--- config.mk ---
export PLATFORM = sky130hd
export DESIGN_NAME = mmio_host_master
export DESIGN_NICKNAME = d
export VERILOG_FILES = /design/src/rtl/mmio_host_master.sv
export SDC_FILE = /design/constraint.sdc
export NUM_CORES = 1
export LEC_CHECK = 0
export CAP_MARGIN = 20
export CORE_MARGIN = 2
export CORE_UTILIZATION = 45
export DETAILED_ROUTE_END_ITERATION = 8
export DONT_BUFFER_PORTS = 1
export PLACE_DENSITY = 0.64
export SETUP_SLACK_MARGIN = 0.4
export SLEW_MARGIN = 10
export SYNTH_ARGS = -nofsm -noshare
export SYNTH_HDL_FRONTEND = slang
export SYNTH_SLANG_ARGS = --single-unit
--- constraint.sdc ---
create_clock -name clk -period 2.6 [get_ports clk]
set_input_delay 0.52 -clock clk [delete_from_list [all_inputs] [get_ports clk]]
set_output_delay 0.52 -clock clk [all_outputs]
set_load 0.01 [all_outputs]
--- src/rtl/mmio_host_master.sv ---
// mmio_host_master: single-outstanding MMIO requester for the host-to-AFU side.
// Accepts one command on cmd_valid/cmd_ready, issues one 64-bit MMIO write or
// read, waits for the read response or a timeout, and returns one result pulse.
//
// Ports:
//   clk, rst_n        clock, synchronous active-low reset
//   cmd_*             command in (valid/ready, wr, DWORD addr, write data)
//   res_*             result out (one-cycle valid, read data, timeout flag)
//   mmio_*            request out (wr/rd strobes, addr, tid, length, wdata)
//   rsp_*             read response in (valid, tid, data)
//   stray_cnt         saturating count of unexpected or ignored responses
//
// Optional build macro: MMIO_HOST_TID_CHECK_EN -- when defined, a read response
// is only accepted if rsp_tid equals the TID issued for the current read.
module mmio_host_master #(
  parameter int unsigned TIMEOUT_CYCLES = 256,
  parameter int unsigned TID_W          = 9
) (
  input  logic             clk,
  input  logic             rst_n,
  input  logic             cmd_valid,
  output logic             cmd_ready,
  input  logic             cmd_wr,
  input  logic [15:0]      cmd_addr,
  input  logic [63:0]      cmd_wdata,
  output logic             res_valid,
  output logic [63:0]      res_data,
  output logic             res_timeout,
  output logic             mmio_wr_valid,
  output logic             mmio_rd_valid,
  output logic [15:0]      mmio_addr,
  output logic [TID_W-1:0] mmio_tid,
  output logic [1:0]       mmio_length,
  output logic [63:0]      mmio_wdata,
  input  logic             rsp_valid,
  input  logic [TID_W-1:0] rsp_tid,
  input  logic [63:0]      rsp_data,
  output logic [15:0]      stray_cnt
);

  localparam int unsigned ADDR_W = 16;
  localparam int unsigned DATA_W = 64;
  localparam int unsigned TMO_W  = 16;
  localparam int unsigned CNT_W  = 16;

  typedef enum logic [1:0] {IDLE, ISSUE, WAIT_RSP, DONE} state_e;

  state_e              state_q, state_d;
  logic                wr_q, wr_d;
  logic [TID_W-1:0]    tid_q, tid_d;
  logic [TMO_W-1:0]    tmo_q, tmo_d;
  logic                cmd_ready_q, cmd_ready_d;
  logic                res_valid_q, res_valid_d;
  logic [DATA_W-1:0]   res_data_q, res_data_d;
  logic                res_timeout_q, res_timeout_d;
  logic                mmio_wr_valid_q, mmio_wr_valid_d;
  logic                mmio_rd_valid_q, mmio_rd_valid_d;
  logic [ADDR_W-1:0]   mmio_addr_q, mmio_addr_d;
  logic [TID_W-1:0]    mmio_tid_q, mmio_tid_d;
  logic [DATA_W-1:0]   mmio_wdata_q, mmio_wdata_d;
  logic [CNT_W-1:0]    stray_q, stray_d;
  logic                tid_ok_c;

  // Response TID qualification; mmio_tid_q holds the TID of the current read.
`ifdef MMIO_HOST_TID_CHECK_EN
  assign tid_ok_c = (rsp_tid == mmio_tid_q);
`else
  logic unused_rsp_tid;
  assign unused_rsp_tid = ^rsp_tid;
  assign tid_ok_c       = 1'b1;
`endif

  // Next-state, request and result logic.
  always_comb begin
    state_d         = state_q;
    wr_d            = wr_q;
    tid_d           = tid_q;
    tmo_d           = tmo_q;
    mmio_addr_d     = mmio_addr_q;
    mmio_tid_d      = mmio_tid_q;
    mmio_wdata_d    = mmio_wdata_q;
    stray_d         = stray_q;
    mmio_wr_valid_d = 1'b0;
    mmio_rd_valid_d = 1'b0;
    res_valid_d     = 1'b0;
    res_data_d      = '0;
    res_timeout_d   = 1'b0;

    case (state_q)
      IDLE: begin
        if (cmd_valid && cmd_ready_q) begin
          wr_d            = cmd_wr;
          mmio_addr_d     = cmd_addr;
          mmio_wdata_d    = cmd_wdata;
          mmio_tid_d      = tid_q;
          mmio_wr_valid_d = cmd_wr;
          mmio_rd_valid_d = !cmd_wr;
          state_d         = ISSUE;
        end
      end
      ISSUE: begin
        tid_d = tid_q + TID_W'(1);
        if (wr_q) begin
          res_valid_d = 1'b1;
          state_d     = DONE;
        end else begin
          tmo_d   = '0;
          state_d = WAIT_RSP;
        end
      end
      WAIT_RSP: begin
        // A match in the final timeout cycle still wins.
        if (rsp_valid && tid_ok_c) begin
          res_valid_d = 1'b1;
          res_data_d  = rsp_data;
          state_d     = DONE;
        end else if (tmo_q == TMO_W'(TIMEOUT_CYCLES - 1)) begin
          res_valid_d   = 1'b1;
          res_timeout_d = 1'b1;
          state_d       = DONE;
        end else begin
          tmo_d = tmo_q + TMO_W'(1);
        end
      end
      DONE: begin
        state_d = IDLE;
      end
      default: begin
        state_d = IDLE;
      end
    endcase

    cmd_ready_d = (state_d == IDLE);

    // Anything not consumed as the current read's response is stray.
    if (rsp_valid && !((state_q == WAIT_RSP) && tid_ok_c) && (stray_q != {CNT_W{1'b1}})) begin
      stray_d = stray_q + CNT_W'(1);
    end
  end

  // State and output registers.
  always_ff @(posedge clk) begin
    if (!rst_n) begin
      state_q         <= IDLE;
      wr_q            <= 1'b0;
      tid_q           <= '0;
      tmo_q           <= '0;
      cmd_ready_q     <= 1'b0;
      res_valid_q     <= 1'b0;
      res_data_q      <= '0;
      res_timeout_q   <= 1'b0;
      mmio_wr_valid_q <= 1'b0;
      mmio_rd_valid_q <= 1'b0;
      mmio_addr_q     <= '0;
      mmio_tid_q      <= '0;
      mmio_wdata_q    <= '0;
      stray_q         <= '0;
    end else begin
      state_q         <= state_d;
      wr_q            <= wr_d;
      tid_q           <= tid_d;
      tmo_q           <= tmo_d;
      cmd_ready_q     <= cmd_ready_d;
      res_valid_q     <= res_valid_d;
      res_data_q      <= res_data_d;
      res_timeout_q   <= res_timeout_d;
      mmio_wr_valid_q <= mmio_wr_valid_d;
      mmio_rd_valid_q <= mmio_rd_valid_d;
      mmio_addr_q     <= mmio_addr_d;
      mmio_tid_q      <= mmio_tid_d;
      mmio_wdata_q    <= mmio_wdata_d;
      stray_q         <= stray_d;
    end
  end

  assign cmd_ready     = cmd_ready_q;
  assign res_valid     = res_valid_q;
  assign res_data      = res_data_q;
  assign res_timeout   = res_timeout_q;
  assign mmio_wr_valid = mmio_wr_valid_q;
  assign mmio_rd_valid = mmio_rd_valid_q;
  assign mmio_addr     = mmio_addr_q;
  assign mmio_tid      = mmio_tid_q;
  assign mmio_length   = 2'b01;
  assign mmio_wdata    = mmio_wdata_q;
  assign stray_cnt     = stray_q;

endmodule

# Word level (Yosys, flattened, before mapping)
# Index checks and enable logic that the tools add are counted.
[totals]
register_bits = 202
in_bits = 158
out_inout_bits = 176
word_cells = 53
[classes]
n_addsub = 3
eq_ne = 8
n_mux = 13
bitwise_logic = 2
n_reduce_logical = 13
[ops]
columns = ["operator", "n"]
rows = [
  ["16-bit 2-to-1 mux", 3],
  ["16-bit by 1-bit adder with 16-bit output (second input constant)", 2],
  ["16-bit one-hot mux with 2 select lines", 1],
  ["16-bit by 8-bit equality test with 1-bit output (second input constant)", 1],
  ["16-bit != test (second input constant)", 1],
  ["9-bit by 1-bit adder with 9-bit output (second input constant)", 1],
  ["2-bit one-hot mux with 4 select lines", 1],
  ["2-bit 2-to-1 mux", 3],
  ["2-bit != test (second input constant)", 3],
  ["3-bit AND reduction", 2],
  ["2-bit equality test (second input constant)", 2],
  ["2-bit zero test", 2],
  ["1-bit 2-to-1 mux", 4],
  ["4-bit AND reduction", 1],
  ["1-bit logical AND", 3],
  ["3-bit OR reduction", 1],
  ["2-bit by 1-bit equality test with 1-bit output (second input constant)", 1],
  ["1-bit zero test", 2],
  ["1-bit inverter", 2],
  ["1-bit one-hot mux with 2 select lines", 1],
  ["2-bit AND reduction", 1],
  ["2-bit nonzero test", 1],
]

# Longest topological paths before layout
[depth]
word_depth = 5
mapped_depth = 8
depth_no_buf = 6

# Worst setup path before layout
# No wires, ideal clock.
[synth_timing]
path_type = "reg-to-reg"
start = "reg state_q[1]"
end = "reg tmo_q[14]"
setup_ps = 72
arrival_ps = 1921
required_time_ps = 2528
setup_slack_ps = 607
path_stages_with_launch = 8
path_buffers = 1
synth_period_minus_slack_ps = 1993
path_cell_list = "dfxtp_1 inv_1 ha_1 buf_6 a22o_4 or4_4 nor4b_2 mux2i_1"
[synth_via]
elab_chain_len = 3
elab_cells_between_ends = 8
classes_between = "5 x eq/ne; 1 x mux; 2 x reduce/logical"
[synth_rtl]
columns = ["element", "line_no", "source"]
rows = [
  ["from (decl)", "48", "state_e state_q, state_d;"],
  ["from (signal assigned)", "159", "state_q <= state_d;"],
  ["2-bit equality test or 2-bit by 1-bit equality test with 1-bit output (tied branches)", "89", "case (state_q)"],
  ["2-bit != test (no source line) or 2-bit nonzero test (tied branches)", "--", ""],
  ["4-bit AND reduction (no source line)", "--", ""],
  ["to (signal assigned)", "162", "tmo_q <= tmo_d;"],
  ["to (decl)", "51", "logic [TMO_W-1:0] tmo_q, tmo_d;"],
]
# Parallel ways exist; a longest one is shown, timed or not.
# A chain may end at the register's enable or synchronous reset.

# Worst setup path in the final report
[layout_timing]
start = "reg state_q[0]"
end = "reg tmo_q[14]"
# Same word-level chain as after synthesis.

==> metrics.txt <==
clk_skew 0.02097 ns; CP Launch Type flop; height of the die 130.7 um; part of the cycle the worst path needs 81.11%; CP max stage delay 0.57 ns; root buf cell clkbuf_16; Crit Path Class reg -> reg; DR vias 5,530; crit path capture tmo_q[14]; top_reg_cell synth dfxtp_1; Pre-Repair DR Iteration Count 4; TritonCTS clock tree yes; Max Slew Vio Count 0; syn avg cell area 8.907 um2; placer's final routability congestion estimate 0.8276; reg2reg end tmo_q[14]; clock buffer depth 3; 1st-iter DRT viols 339; DR top layer met4; worst flop-to-flop path startpoint state_q[0]; routed length on met2 9403 um; Setup TNS 0 ns; Worst R2R Setup Slack 0.49 ns; status finished, final reports clean; area leader, netlist dfxtp_1; hold crit path type in -> reg; Ports 334; worst path bufs/invs 1; most frequent cell after synthesis nand2_1; All-Layer GR Usage 19.33%; vias in the first global route 5,306; endpoints failing setup 0; Final #Nets 962; RSZ-0062 raised after global routing true; H-tree Lvls 1; first-pass GRT wire length 26,370 um; remaining antenna violation count 0; Pwr per Cell Area 926.2 nW/um2; CTS sink count 202; fraction of layout cells with a size suffix above 1 8.508%; Starting Density 45.80%; hold_ws 0.1151 ns; Crit path depth 6; WL met3 1647 um; worst endpoint data arrival time 2.52 ns; top cells by area, synth dfxtp_1 (56%), nand2_1 (11%), a21oi_1 (7.3%); Post-DP HPWL 13,020 um; routed metal-1 wire length 6581 um; floorplan row count 46; I/O Buffers 0; Mapped Area 7223 um2; Synth top cells by count nand2_1 (217), dfxtp_1 (202), a21oi_1 (106); Layout area overhead 12.28%; hold_buf cts 0; # DRC 0; synthesized net count 975; Peak VDD IR 0.0006011 V; worst path required time 3.01 ns; Avg Vias per Cell 5.379; synthesis-stage register bit count 202; pre-CTS WS 0.3507 ns; synth unique cells 52; routed len/inst 17.44 um; Congestion Overflow GR 0; CP max-delay cell or4_4; Synth warnings 0; crit path capture type flop; depth of the worst register-to-register path 6; Achievable Freq 474.2 MHz; cts bufs inserted 20; CTS clk-pin slew, worst paths 0.06 ns; core area 15,770 um2; Die Width 130.7 um; fin worst setup slack 0.4912 ns; Setup crit start state_q[0]; CP Max Fanout 14; post-layout minimum cycle time 2.109 ns; final hold viol count 0; largest net degree at the start of global routing 74; FFs w/ async S/R, synth 0%; crit path cell chain inv_1, ha_2, a22o_4, or4_4, nor4b_4, mux2i_1; Leak 0.002907 uW; Slew @ Worst Pin 0.5342 ns; number of synthesized flops with an enable pin 0; Max Cap Violations 0; initial antenna violation count 1; Synth top area share 55.98%; final wirelength 17,930 um; Top delay family on crit path simple AND/OR/NAND/NOR gates; die area 17,080 um2; Fill cells 1,485; Post-Syn Instances 811; Seq/Total Area, Yosys 55.98%; max_slew headroom 64.14%; clock latency on the worst-skew pair 0.48 ns
-- stage by stage --
stage          total power, uW  std cells  utilization [%]  cell area (um2)
2_1_floorplan             4471        811                -             7223
3_3_place_gp              4686        987            46.81             7382
3_5_place_dp              4742        987            46.81             7382
4_1_cts                   7551       1022            51.01             8044
5_1_grt                   7888       1028            51.43             8110
6_report                  7512       1028            51.43             8110
-- worst register-to-register path, delay by kind of cell, from the launching register on --
kind	cells	cell delay, ns
adders and majority gates	1	0.28
and+or+nand+nor	2	0.85
AOI/OAI and AO/OA	1	0.27
muxes	1	0.19
DFF	1	0.36
buffers and inverters	1	0.08
-- kinds of logic after synthesis --
kind of cell / count (synthesis) / synth area share (%)
mux: 17 / 2.356
buf+inv: 56 / 3.447
xor+xnor: 5 / 0.6062
flops: 202 / 55.98
other cells: 2 / 0.1040
compound gates: 137 / 10.39
simple gates: 386 / 26.07
fa+ha+maj: 6 / 1.039
-- flip-flops by register name, indices dropped and copies added, names as in the netlist, 2 cells and up --
signal / flops
mmio_tid: 9
state_q: 2
res_data: 64
tid_q: 9
mmio_wdata: 64
tmo_q: 16
stray_cnt: 16
mmio_addr: 16
-- layer usage --
layer  global-route usage, %  up-vias
met4                   5.382        0
met5                       0        -
met3                   6.759       22
met2                   35.48      222
li1                        -     2675
met1                   21.15     2611
-- how the worst min path moves through the flow --
stage / from / to / slack, ns / cells past startpoint
floorplan: tid_q[8] / mmio_tid[8] / 0.44 / 2
global placement: tid_q[8] / mmio_tid[8] / 0.45 / 2
detailed placement: tid_q[8] / mmio_tid[8] / 0.46 / 2
CTS: cmd_wr / mmio_rd_valid / 0.10 / 1
global route: rsp_valid / res_timeout / 0.10 / 1
finish: cmd_wr / mmio_rd_valid / 0.12 / 1
-- layout make-up --
cell class                      count  area, um2  area share, %
Clock inverter                      7      62.56         0.7714
Timing Repair Buffer               15      137.6          1.697
Sequential cell                   202       4044          49.86
Antenna cell                        1      2.502        0.03085
Multi-Input combinational cell    553       2978          36.72
Inverter                            6      23.77         0.2931
Clock buffer                       28      591.8          7.297
Tap cell                          216      270.3          3.332
-- cells in the final DEF, fill, tap and decap left out, types with 7 or more instances in the layout --
cell,n
a21oi_1,106
o21ai_0,11
nor4_1,7
mux2i_1,17
dfxtp_1,202
buf_4,13
or3_1,16
nor2_1,16
clkbuf_16,21
nand2_1,216
nand3_1,7
nand4_1,12
and2_1,66
-- power by group --
part	internal (uW)	switching (uW)	total, uW
registers	3370	316	3690
logic	368	662	1030
clock network	1690	1110	2800
total	5420	2090	7510
-- repair_timing --
action,in CTS,in global routing
setup buffers,0,5
pin swaps,0,2
resized for setup,2,5
endpoints found under the setup margin,12,10
Note: power is estimated with default switching activity, not from simulation.
